`src/rtl/mcpu_ctrl_pkg.sv`:
```
// Shared definitions for the multi-cycle MIPS controller: state codes,
// opcode/funct constants, ALU operation codes and the ID-stage decode.
// Optional feature macro: MCPU_CTRL_JAL_EN (enables the JAL state).
package mcpu_ctrl_pkg;

    typedef enum logic [3:0] {
        ST_IF      = 4'd0,
        ST_ID      = 4'd1,
        ST_MEM_ADR = 4'd2,
        ST_MEM_RD  = 4'd3,
        ST_MEM_WB  = 4'd4,
        ST_MEM_WR  = 4'd5,
        ST_R_EX    = 4'd6,
        ST_R_WB    = 4'd7,
        ST_I_EX    = 4'd8,
        ST_I_WB    = 4'd9,
        ST_BEQ     = 4'd10,
        ST_BNE     = 4'd11,
        ST_J       = 4'd12,
        ST_JAL     = 4'd13
    } state_t;

    localparam logic [5:0] OP_RTYPE = 6'b000000;
    localparam logic [5:0] OP_LW    = 6'b100011;
    localparam logic [5:0] OP_SW    = 6'b101011;
    localparam logic [5:0] OP_BEQ   = 6'b000100;
    localparam logic [5:0] OP_BNE   = 6'b000101;
    localparam logic [5:0] OP_J     = 6'b000010;
    localparam logic [5:0] OP_JAL   = 6'b000011;
    localparam logic [5:0] OP_ADDI  = 6'b001000;
    localparam logic [5:0] OP_SLTI  = 6'b001010;
    localparam logic [5:0] OP_ANDI  = 6'b001100;
    localparam logic [5:0] OP_ORI   = 6'b001101;
    localparam logic [5:0] OP_XORI  = 6'b001110;

    localparam logic [5:0] FN_ADD = 6'b100000;
    localparam logic [5:0] FN_SUB = 6'b100010;
    localparam logic [5:0] FN_AND = 6'b100100;
    localparam logic [5:0] FN_OR  = 6'b100101;
    localparam logic [5:0] FN_XOR = 6'b100110;
    localparam logic [5:0] FN_NOR = 6'b100111;
    localparam logic [5:0] FN_SLT = 6'b101010;
    localparam logic [5:0] FN_SRL = 6'b000010;

    localparam logic [2:0] ALU_AND = 3'b000;
    localparam logic [2:0] ALU_OR  = 3'b001;
    localparam logic [2:0] ALU_ADD = 3'b010;
    localparam logic [2:0] ALU_XOR = 3'b011;
    localparam logic [2:0] ALU_NOR = 3'b100;
    localparam logic [2:0] ALU_SRL = 3'b101;
    localparam logic [2:0] ALU_SUB = 3'b110;
    localparam logic [2:0] ALU_SLT = 3'b111;

    // True for the R-type functions the datapath implements.
    function automatic logic is_r_funct(input logic [5:0] funct);
        return funct inside {FN_ADD, FN_SUB, FN_AND, FN_OR, FN_XOR,
                             FN_NOR, FN_SLT, FN_SRL};
    endfunction

    // State following ID; anything unsupported drops back to fetch.
    function automatic state_t decode_id(input logic [5:0] op, input logic [5:0] funct);
        state_t nxt;
        nxt = ST_IF;
        case (op)
            OP_RTYPE:      if (is_r_funct(funct)) nxt = ST_R_EX;
            OP_LW, OP_SW:  nxt = ST_MEM_ADR;
            OP_BEQ:        nxt = ST_BEQ;
            OP_BNE:        nxt = ST_BNE;
            OP_J:          nxt = ST_J;
`ifdef MCPU_CTRL_JAL_EN
            OP_JAL:        nxt = ST_JAL;
`endif
            OP_ADDI, OP_SLTI, OP_ANDI, OP_ORI, OP_XORI: nxt = ST_I_EX;
            default:       nxt = ST_IF;
        endcase
        return nxt;
    endfunction

endpackage

```
`src/rtl/mcpu_ctrl_alu_dec.sv`:
```
// ALU operation decoder: fetch/decode/address states add, branches
// subtract, execute states follow funct (R-type) or opcode (I-type).
module mcpu_alu_dec
    import mcpu_ctrl_pkg::*;
(
    input  state_t      state,
    input  logic [5:0]  op,
    input  logic [5:0]  funct,
    output logic [2:0]  alu_op
);

    // Combinational map from (state, op, funct) to the ALU code.
    always_comb begin
        alu_op = ALU_AND;
        case (state)
            ST_IF, ST_ID, ST_MEM_ADR: alu_op = ALU_ADD;
            ST_R_EX: begin
                case (funct)
                    FN_ADD:  alu_op = ALU_ADD;
                    FN_SUB:  alu_op = ALU_SUB;
                    FN_AND:  alu_op = ALU_AND;
                    FN_OR:   alu_op = ALU_OR;
                    FN_XOR:  alu_op = ALU_XOR;
                    FN_NOR:  alu_op = ALU_NOR;
                    FN_SLT:  alu_op = ALU_SLT;
                    FN_SRL:  alu_op = ALU_SRL;
                    default: alu_op = ALU_ADD;
                endcase
            end
            ST_I_EX: begin
                case (op)
                    OP_ADDI: alu_op = ALU_ADD;
                    OP_SLTI: alu_op = ALU_SLT;
                    OP_ANDI: alu_op = ALU_AND;
                    OP_ORI:  alu_op = ALU_OR;
                    OP_XORI: alu_op = ALU_XOR;
                    default: alu_op = ALU_ADD;
                endcase
            end
            ST_BEQ, ST_BNE: alu_op = ALU_SUB;
            default: alu_op = ALU_AND;
        endcase
    end

endmodule

```
`src/rtl/mcpu_ctrl.sv`:
```
// Multi-cycle MIPS control unit: Moore FSM with memory-ready handshakes
// in fetch and memory access. Write enables are held low during reset.
// Optional feature macro: MCPU_CTRL_JAL_EN (jump-and-link support).
module mcpu_ctrl
    import mcpu_ctrl_pkg::*;
(
    input  logic        clk,
    input  logic        reset,
    input  logic [31:0] Inst,
    input  logic        zero,
    input  logic        MIO_ready,
    output logic        IRWrite,
    output logic [1:0]  RegDst,
    output logic [1:0]  MemtoReg,
    output logic        RegWrite,
    output logic        ALUSrcA,
    output logic [1:0]  ALUSrcB,
    output logic [2:0]  ALU_operation,
    output logic        IorD,
    output logic [1:0]  PCSource,
    output logic        Branch,
    output logic        PCWriteCond,
    output logic        PCWrite,
    output logic        MemRead,
    output logic        MemWrite,
    output logic [3:0]  state_out
);

    state_t     state_q, state_d;
    logic [5:0] op, funct;

    assign op        = Inst[31:26];
    assign funct     = Inst[5:0];
    assign state_out = state_q;

    // Branch resolution lives in the datapath, so zero is not consulted here.
    logic unused_inputs;
    assign unused_inputs = ^{zero, Inst[25:6]};

    // State register; reset forces fetch immediately.
    always_ff @(posedge clk or posedge reset) begin
        if (reset) state_q <= ST_IF;
        else       state_q <= state_d;
    end

    // Next-state logic.
    always_comb begin
        state_d = state_q;
        case (state_q)
            ST_IF:      if (MIO_ready) state_d = ST_ID;
            ST_ID:      state_d = decode_id(op, funct);
            ST_MEM_ADR: state_d = (op == OP_SW) ? ST_MEM_WR : ST_MEM_RD;
            ST_MEM_RD:  if (MIO_ready) state_d = ST_MEM_WB;
            ST_MEM_WR:  if (MIO_ready) state_d = ST_IF;
            ST_R_EX:    state_d = ST_R_WB;
            ST_I_EX:    state_d = ST_I_WB;
            default:    state_d = ST_IF;
        endcase
    end

    mcpu_alu_dec u_alu_dec (
        .state  (state_q),
        .op     (op),
        .funct  (funct),
        .alu_op (ALU_operation)
    );

    // Per-state output decode; reset suppresses every write enable.
    always_comb begin
        IRWrite     = 1'b0;
        RegDst      = 2'b00;
        MemtoReg    = 2'b00;
        RegWrite    = 1'b0;
        ALUSrcA     = 1'b0;
        ALUSrcB     = 2'b00;
        IorD        = 1'b0;
        PCSource    = 2'b00;
        Branch      = 1'b0;
        PCWriteCond = 1'b0;
        PCWrite     = 1'b0;
        MemRead     = 1'b0;
        MemWrite    = 1'b0;
        case (state_q)
            ST_IF: begin
                MemRead = 1'b1;
                ALUSrcB = 2'b01;
                IRWrite = MIO_ready;
                PCWrite = MIO_ready;
            end
            ST_ID:      ALUSrcB = 2'b11;
            ST_MEM_ADR: begin
                ALUSrcA = 1'b1;
                ALUSrcB = 2'b10;
            end
            ST_MEM_RD: begin
                IorD    = 1'b1;
                MemRead = 1'b1;
            end
            ST_MEM_WB: begin
                MemtoReg = 2'b01;
                RegWrite = 1'b1;
            end
            ST_MEM_WR: begin
                IorD     = 1'b1;
                MemWrite = 1'b1;
            end
            ST_R_EX:    ALUSrcA = 1'b1;
            ST_R_WB: begin
                RegDst   = 2'b01;
                RegWrite = 1'b1;
            end
            ST_I_EX: begin
                ALUSrcA = 1'b1;
                ALUSrcB = 2'b10;
            end
            ST_I_WB:    RegWrite = 1'b1;
            ST_BEQ, ST_BNE: begin
                ALUSrcA     = 1'b1;
                PCWriteCond = 1'b1;
                PCSource    = 2'b01;
                Branch      = (state_q == ST_BEQ);
            end
            ST_J: begin
                PCSource = 2'b10;
                PCWrite  = 1'b1;
            end
`ifdef MCPU_CTRL_JAL_EN
            ST_JAL: begin
                PCSource = 2'b10;
                PCWrite  = 1'b1;
                RegWrite = 1'b1;
                RegDst   = 2'b10;
                MemtoReg = 2'b10;
            end
`endif
            default: ;
        endcase
        if (reset) begin
            IRWrite     = 1'b0;
            PCWrite     = 1'b0;
            PCWriteCond = 1'b0;
            RegWrite    = 1'b0;
            MemWrite    = 1'b0;
        end
    end

endmodule
```
`config.mk`:
```
export PLATFORM = sky130hd
export DESIGN_NAME = mcpu_ctrl
export DESIGN_NICKNAME = d
export VERILOG_FILES = /design/src/rtl/mcpu_ctrl_pkg.sv /design/src/rtl/mcpu_ctrl_alu_dec.sv /design/src/rtl/mcpu_ctrl.sv
export SDC_FILE = /design/constraint.sdc
export NUM_CORES = 1
export LEC_CHECK = 0
export CORE_UTILIZATION = 34
export CTS_CLUSTER_DIAMETER = 120
export CTS_CLUSTER_SIZE = 10
export DETAILED_ROUTE_END_ITERATION = 8
export PLACE_DENSITY = 0.8
export SETUP_SLACK_MARGIN = 0.1
export SLEW_MARGIN = 0
export SYNTH_ARGS = -nofsm -noshare
export SYNTH_HDL_FRONTEND = slang
export SYNTH_SLANG_ARGS = --single-unit
```
`constraint.sdc`:
```
create_clock -name clk -period 2.5 [get_ports clk]
set_input_delay 0.375 -clock clk [delete_from_list [all_inputs] [get_ports clk]]
set_output_delay 0.375 -clock clk [all_outputs]
set_load 0.02 [all_outputs]
```
After elaboration in Yosys (flattened, before gate mapping)
Cells that the tools add are included.
- bits in registers: 4
- bits of input ports: 36
- word-level logic and storage cells: 75
- eq/ne operators: 33
- multiplexer cells: 28
- reductions and logical operators: 13
- operators with widths (kind ; number):
    6-bit == test, second input constant ; 9
    6-bit by 4-bit == test with 1-bit output, second input constant ; 5
    4-bit case mux with 7 select lines ; 1
    3-bit case mux with 4 select lines ; 2
    4-bit case mux with 6 select lines ; 1
    3-bit case mux with 7 select lines ; 1
    4-bit == test, second input constant ; 5
    4-bit by 3-bit == test with 1-bit output, second input constant ; 4
    1-bit two-way mux ; 15
    6-bit by 2-bit == test with 1-bit output, second input constant ; 2
    6-bit by 3-bit == test with 1-bit output, second input constant ; 2
    4-bit two-way mux ; 3
    2-bit OR reduction ; 5
    5-bit OR reduction ; 2
    4-bit by 2-bit == test with 1-bit output, second input constant ; 2
    8-bit nonzero test ; 1
    6-bit logical NOT ; 1
    3-bit two-way mux ; 2
    2-bit != test, second input constant ; 3
    2-bit case mux with 3 select lines ; 1
    3-bit OR reduction ; 2
    4-bit by 1-bit == test with 1-bit output, second input constant ; 1
    4-bit logical NOT ; 1
    2-bit case mux with 2 select lines ; 1
    2 further kinds ; 2

Depth between registers and ports, before layout
- word-level depth: 5
- gate-level depth with buffers: 5
- mapped depth without buffers: 4

Cells and area by module
A second synthesis with hierarchy kept.
- cell total of the unflattened synthesis: 115
- area, all modules: 849.6 sq um
- by module, submodules not included (module ; times used ; cells an instance ; area each (sq um) ; seq. area each (sq um)):
    mcpu_ctrl ; 1 ; 87 ; 636.9 ; 100.1
    mcpu_alu_dec ; 1 ; 28 ; 212.7 ; 0.0

Worst setup path after synthesis
Ideal clock, no wire load.
- path kind: register to output
- start: register state_q[2] (netlist: state_out[2])
- end: output port RegWrite
- arrival: 1.826 ns
- slack: 0.299 ns
- cell stages (with the launch flop): 6
- path buffers: 1
- path through: dfrtp_1 -> clkbuf_1 -> nand2b_1 -> nor3_1 -> a21oi_1 -> nor2_1
- cells in the longest elaborated chain, start to end: 4
- RTL lines (element ; line ; RTL):
    start, declared ; mcpu_ctrl.sv:29 ; state_t state_q, state_d;
    start signal, assigned ; mcpu_ctrl.sv:43 ; else state_q <= state_d;
    4-bit == test or 4-bit by 3-bit == test with 1-bit output (tied branches) ; mcpu_ctrl.sv:83 ; case (state_q)
    3-bit OR reduction (no line) * ; n/a ;
    1-bit two-way mux * ; mcpu_ctrl.sv:83 ;
    1-bit two-way mux * ; mcpu_ctrl.sv:138 ; if (reset) begin
    end, declared ; mcpu_ctrl.sv:15 ; output logic RegWrite,
Mark *: on every way between the ends. The rest lies on a longest branch, timed or not.

Final worst setup path
- start: register state_q[3] (netlist: state_out[3])
- end: output port ALUSrcA
- cells in the longest elaborated chain, start to end: 3
- RTL lines (element ; line ; RTL):
    4-bit == test (tied with other cells) ; mcpu_ctrl.sv:83 ;
    5-bit OR reduction (no line) * ; n/a ;
    1-bit two-way mux * ; mcpu_ctrl.sv:83 ;
    end, declared ; mcpu_ctrl.sv:16 ; output logic ALUSrcA,
Marks and branches as above.

==> flow_metrics.tcl <==
set metrics [dict create \
    status "completed" \
    grt_use_total_pct 20.4 \
    die_w_um 50.6 \
    n_antenna_cell 0 \
    antenna_found_initial 0 \
    r2r_setup_slack_ns 1.04 \
    overflow 0 \
    min_period_over_period_pct 93.2 \
    fp.dieH_um 50.6 \
    syn_area_per_cell_um2 6.65 \
    setup_tns_ns 0 \
    multi_input_area_um2 637 \
    power_uw 652 \
    post_cts_buffers 0 \
    drtIter0Drc 23 \
    ioPinCount 60 \
    end_kind "output port" \
    powerDensity_nw_per_um2 495 \
    ys_seq_area_share_pct 12.4 \
    fillers 215 \
    fin_nets 208 \
    critPathArrivalTime_ns 1.96 \
    report.final.hold_viol_count 0 \
    crit_required_ns 2.12 \
    endpoint "ALUSrcA" \
    synth_ff_type "dfrtp_1" \
    cp-start-kind "flop" \
    core_region_area_um2 2210 \
    clockRootBuffer "clkbuf_4" \
    worstSetupPathType "reg -> out" \
    vdd_ir_drop_max_mv 0.351 \
    seqCellArea_um2 100 \
    clock_latency_ns 0.24 \
    synth_top_area_share_pct 12.4 \
    h-tree-depth 1 \
    rows 17 \
    antenna_left 0 \
    cts_tree "built" \
    synth_most_common_cell "nor2_1" \
    setup_violations 0 \
    path_clk_slew_ns 0.04 \
    design_area_um2 1320 \
    grt_start_max_net_pins 21 \
    port_buffers 36 \
    largest_reg_flops 4 \
    post_dp_cell_area_um2 1290 \
    drc_errors 0 \
    grt_pass1_vias 993 \
    final_max_slew_viol_count 0 \
    r2r.worst_path.cells 5 \
    hp-class "in -> async" \
    syn-cell-area_um2 805 \
    cap_violations 0 \
    wirelength_mm 2.58 \
    rsz0062_at_grt "yes" \
    drt_pass1_iterations 5 \
    crit_start "state_out[3]" \
    ys_warn_count 0 \
    tightestPinTransition_ns 0.539 \
    routabilityCongestion 0.832 \
    synth_edf_count 0 \
    synth_seq_cells 4 \
    design.die.area_um2 2560 \
    layout-drive-gt1-share_pct 17.6 \
    synthTopCellsByCount "nor2_1 (14), a21oi_1 (10), inv_1 (8), nor3_1 (8), o21ai_0 (8)" \
    dp_hpwl_mm 2.02 \
    yosysUniqueCellTypes 46 \
    routedWlPerCell_um 13.0 \
    synth_area_leaders "dfrtp_1 (12%), nor2_1 (6.5%), a21oi_1 (6.2%)" \
    cp_max_fo 13 \
    vias 1079 \
    clock_path_buffers 2 \
    start_util_pct 36.4 \
    grt_pass1_wl_mm 4.02 \
    r2r-end "state_out[2]" \
    synthCells 121 \
    clock_skew_ns 0.00596 \
    syn_to_final_growth_pct 63.8 \
    p_leak_nw 0.564 \
    async_flop_share_pct 100 \
    cts_num_sinks 4 \
    fmax_ghz 0.429 \
    yosys.area.top_type "dfrtp_1" \
    fin_crit_ns 2.33 \
    cts_buffers 3 \
    relSlewSlack_pct 63.1 \
    r2r-start "state_out[3]" \
    vias_per_cell 5.45 \
]
routing by layer:
metal | global-route usage (%) | vias to the layer above | wire length [um]
met5 | 0 | - | 0
met4 | 6.02 | 0 | 42
met3 | 4.24 | 8 | 151
met2 | 39.6 | 54 | 1290
met1 | 21.6 | 480 | 1100
li1 | - | 537 | -
placed cells by master, fill, tap and decap left out, types with 2 or more instances in the layout:
cell type	netlist	final
nor4_1	3	3
buf_4	2	19
nor2b_1	6	6
dfrtp_1	4	4
o211ai_1	2	2
clkdlybuf4s50_1	0	31
inv_1	8	8
a21oi_1	10	10
mux2i_1	2	2
nand4_1	2	2
nand4b_1	2	2
nand2b_1	6	6
a2111oi_0	2	2
nand2_1	3	3
dlymetal6s2s_1	0	2
nor3_1	8	7
o21ai_0	8	8
nor2_1	14	14
clkbuf_2	0	3
xor2_1	2	2
clkbuf_4	0	3
a22oi_1	2	2
nand3b_1	3	3
conb_1	1	2
and2_1	2	2
through the flow:
step	hold slack, ns	instances	utilization [%]	setup WS, ns
final	0.443	198	59.6	0.169
after global routing	0.459	198	59.6	0.0583
after CTS	0.444	198	59.3	0.0242
after detailed placement	0.652	195	58.4	-0.242
after global placement	0.637	195	58.4	-0.247
after floorplan	0.146	122	-	0.299
worst min path at each step:
stage / depth (start not counted) / slack (ns) / end / from
global placement: 2 / 0.64 / state_out[0] / state_out[3]
floorplan: 1 / 0.15 / state_out[0] / reset
finish: 3 / 0.44 / state_out[0] / reset
CTS: 3 / 0.44 / state_out[0] / reset
detailed placement: 2 / 0.65 / state_out[0] / state_out[3]
global route: 3 / 0.46 / state_out[0] / reset
cells by family after synthesis:
kind of cell              after synthesis  share of synthesized area (%)
and+or+nand+nor                        58                           42.0
buffers and inverters                  18                           10.4
AOI/OAI and AO/OA                      34                           27.5
DFF                                     4                           12.4
muxes                                   3                           3.89
other                                   1                          0.466
xor gates and xnor gates                3                           3.27
power by group:
part           internal (mW)  switching [mW]
Combinational          0.216           0.270
Clock                 0.0538          0.0281
Sequential            0.0783         0.00605
Total                  0.348           0.304
worst max-delay path, stage by stage, from the launching register on:
cell	delay [ns]
dfrtp_1	0.37
buf_4	0.19
nor2b_1	0.29
nor2_1	0.09
o21ai_0	0.16
clkdlybuf4s50_1	0.63
repair_timing:
action	CTS	global route
hold buffers	0	0
resized for setup	3	11
endpoints found under the setup margin	3	5
pin swaps	0	0
cell type report:
| type | instances | share of cell area (%) |
|---|---|---|
| inverters | 8 | 2.28 |
| multi-input cells | 100 | 48.3 |
| well taps | 28 | 2.66 |
| repair buffers | 55 | 37.4 |
| flip-flops and latches | 4 | 7.60 |
| clock buffers | 3 | 1.71 |
No activity file was read; power rests on OpenSTA's default activity.
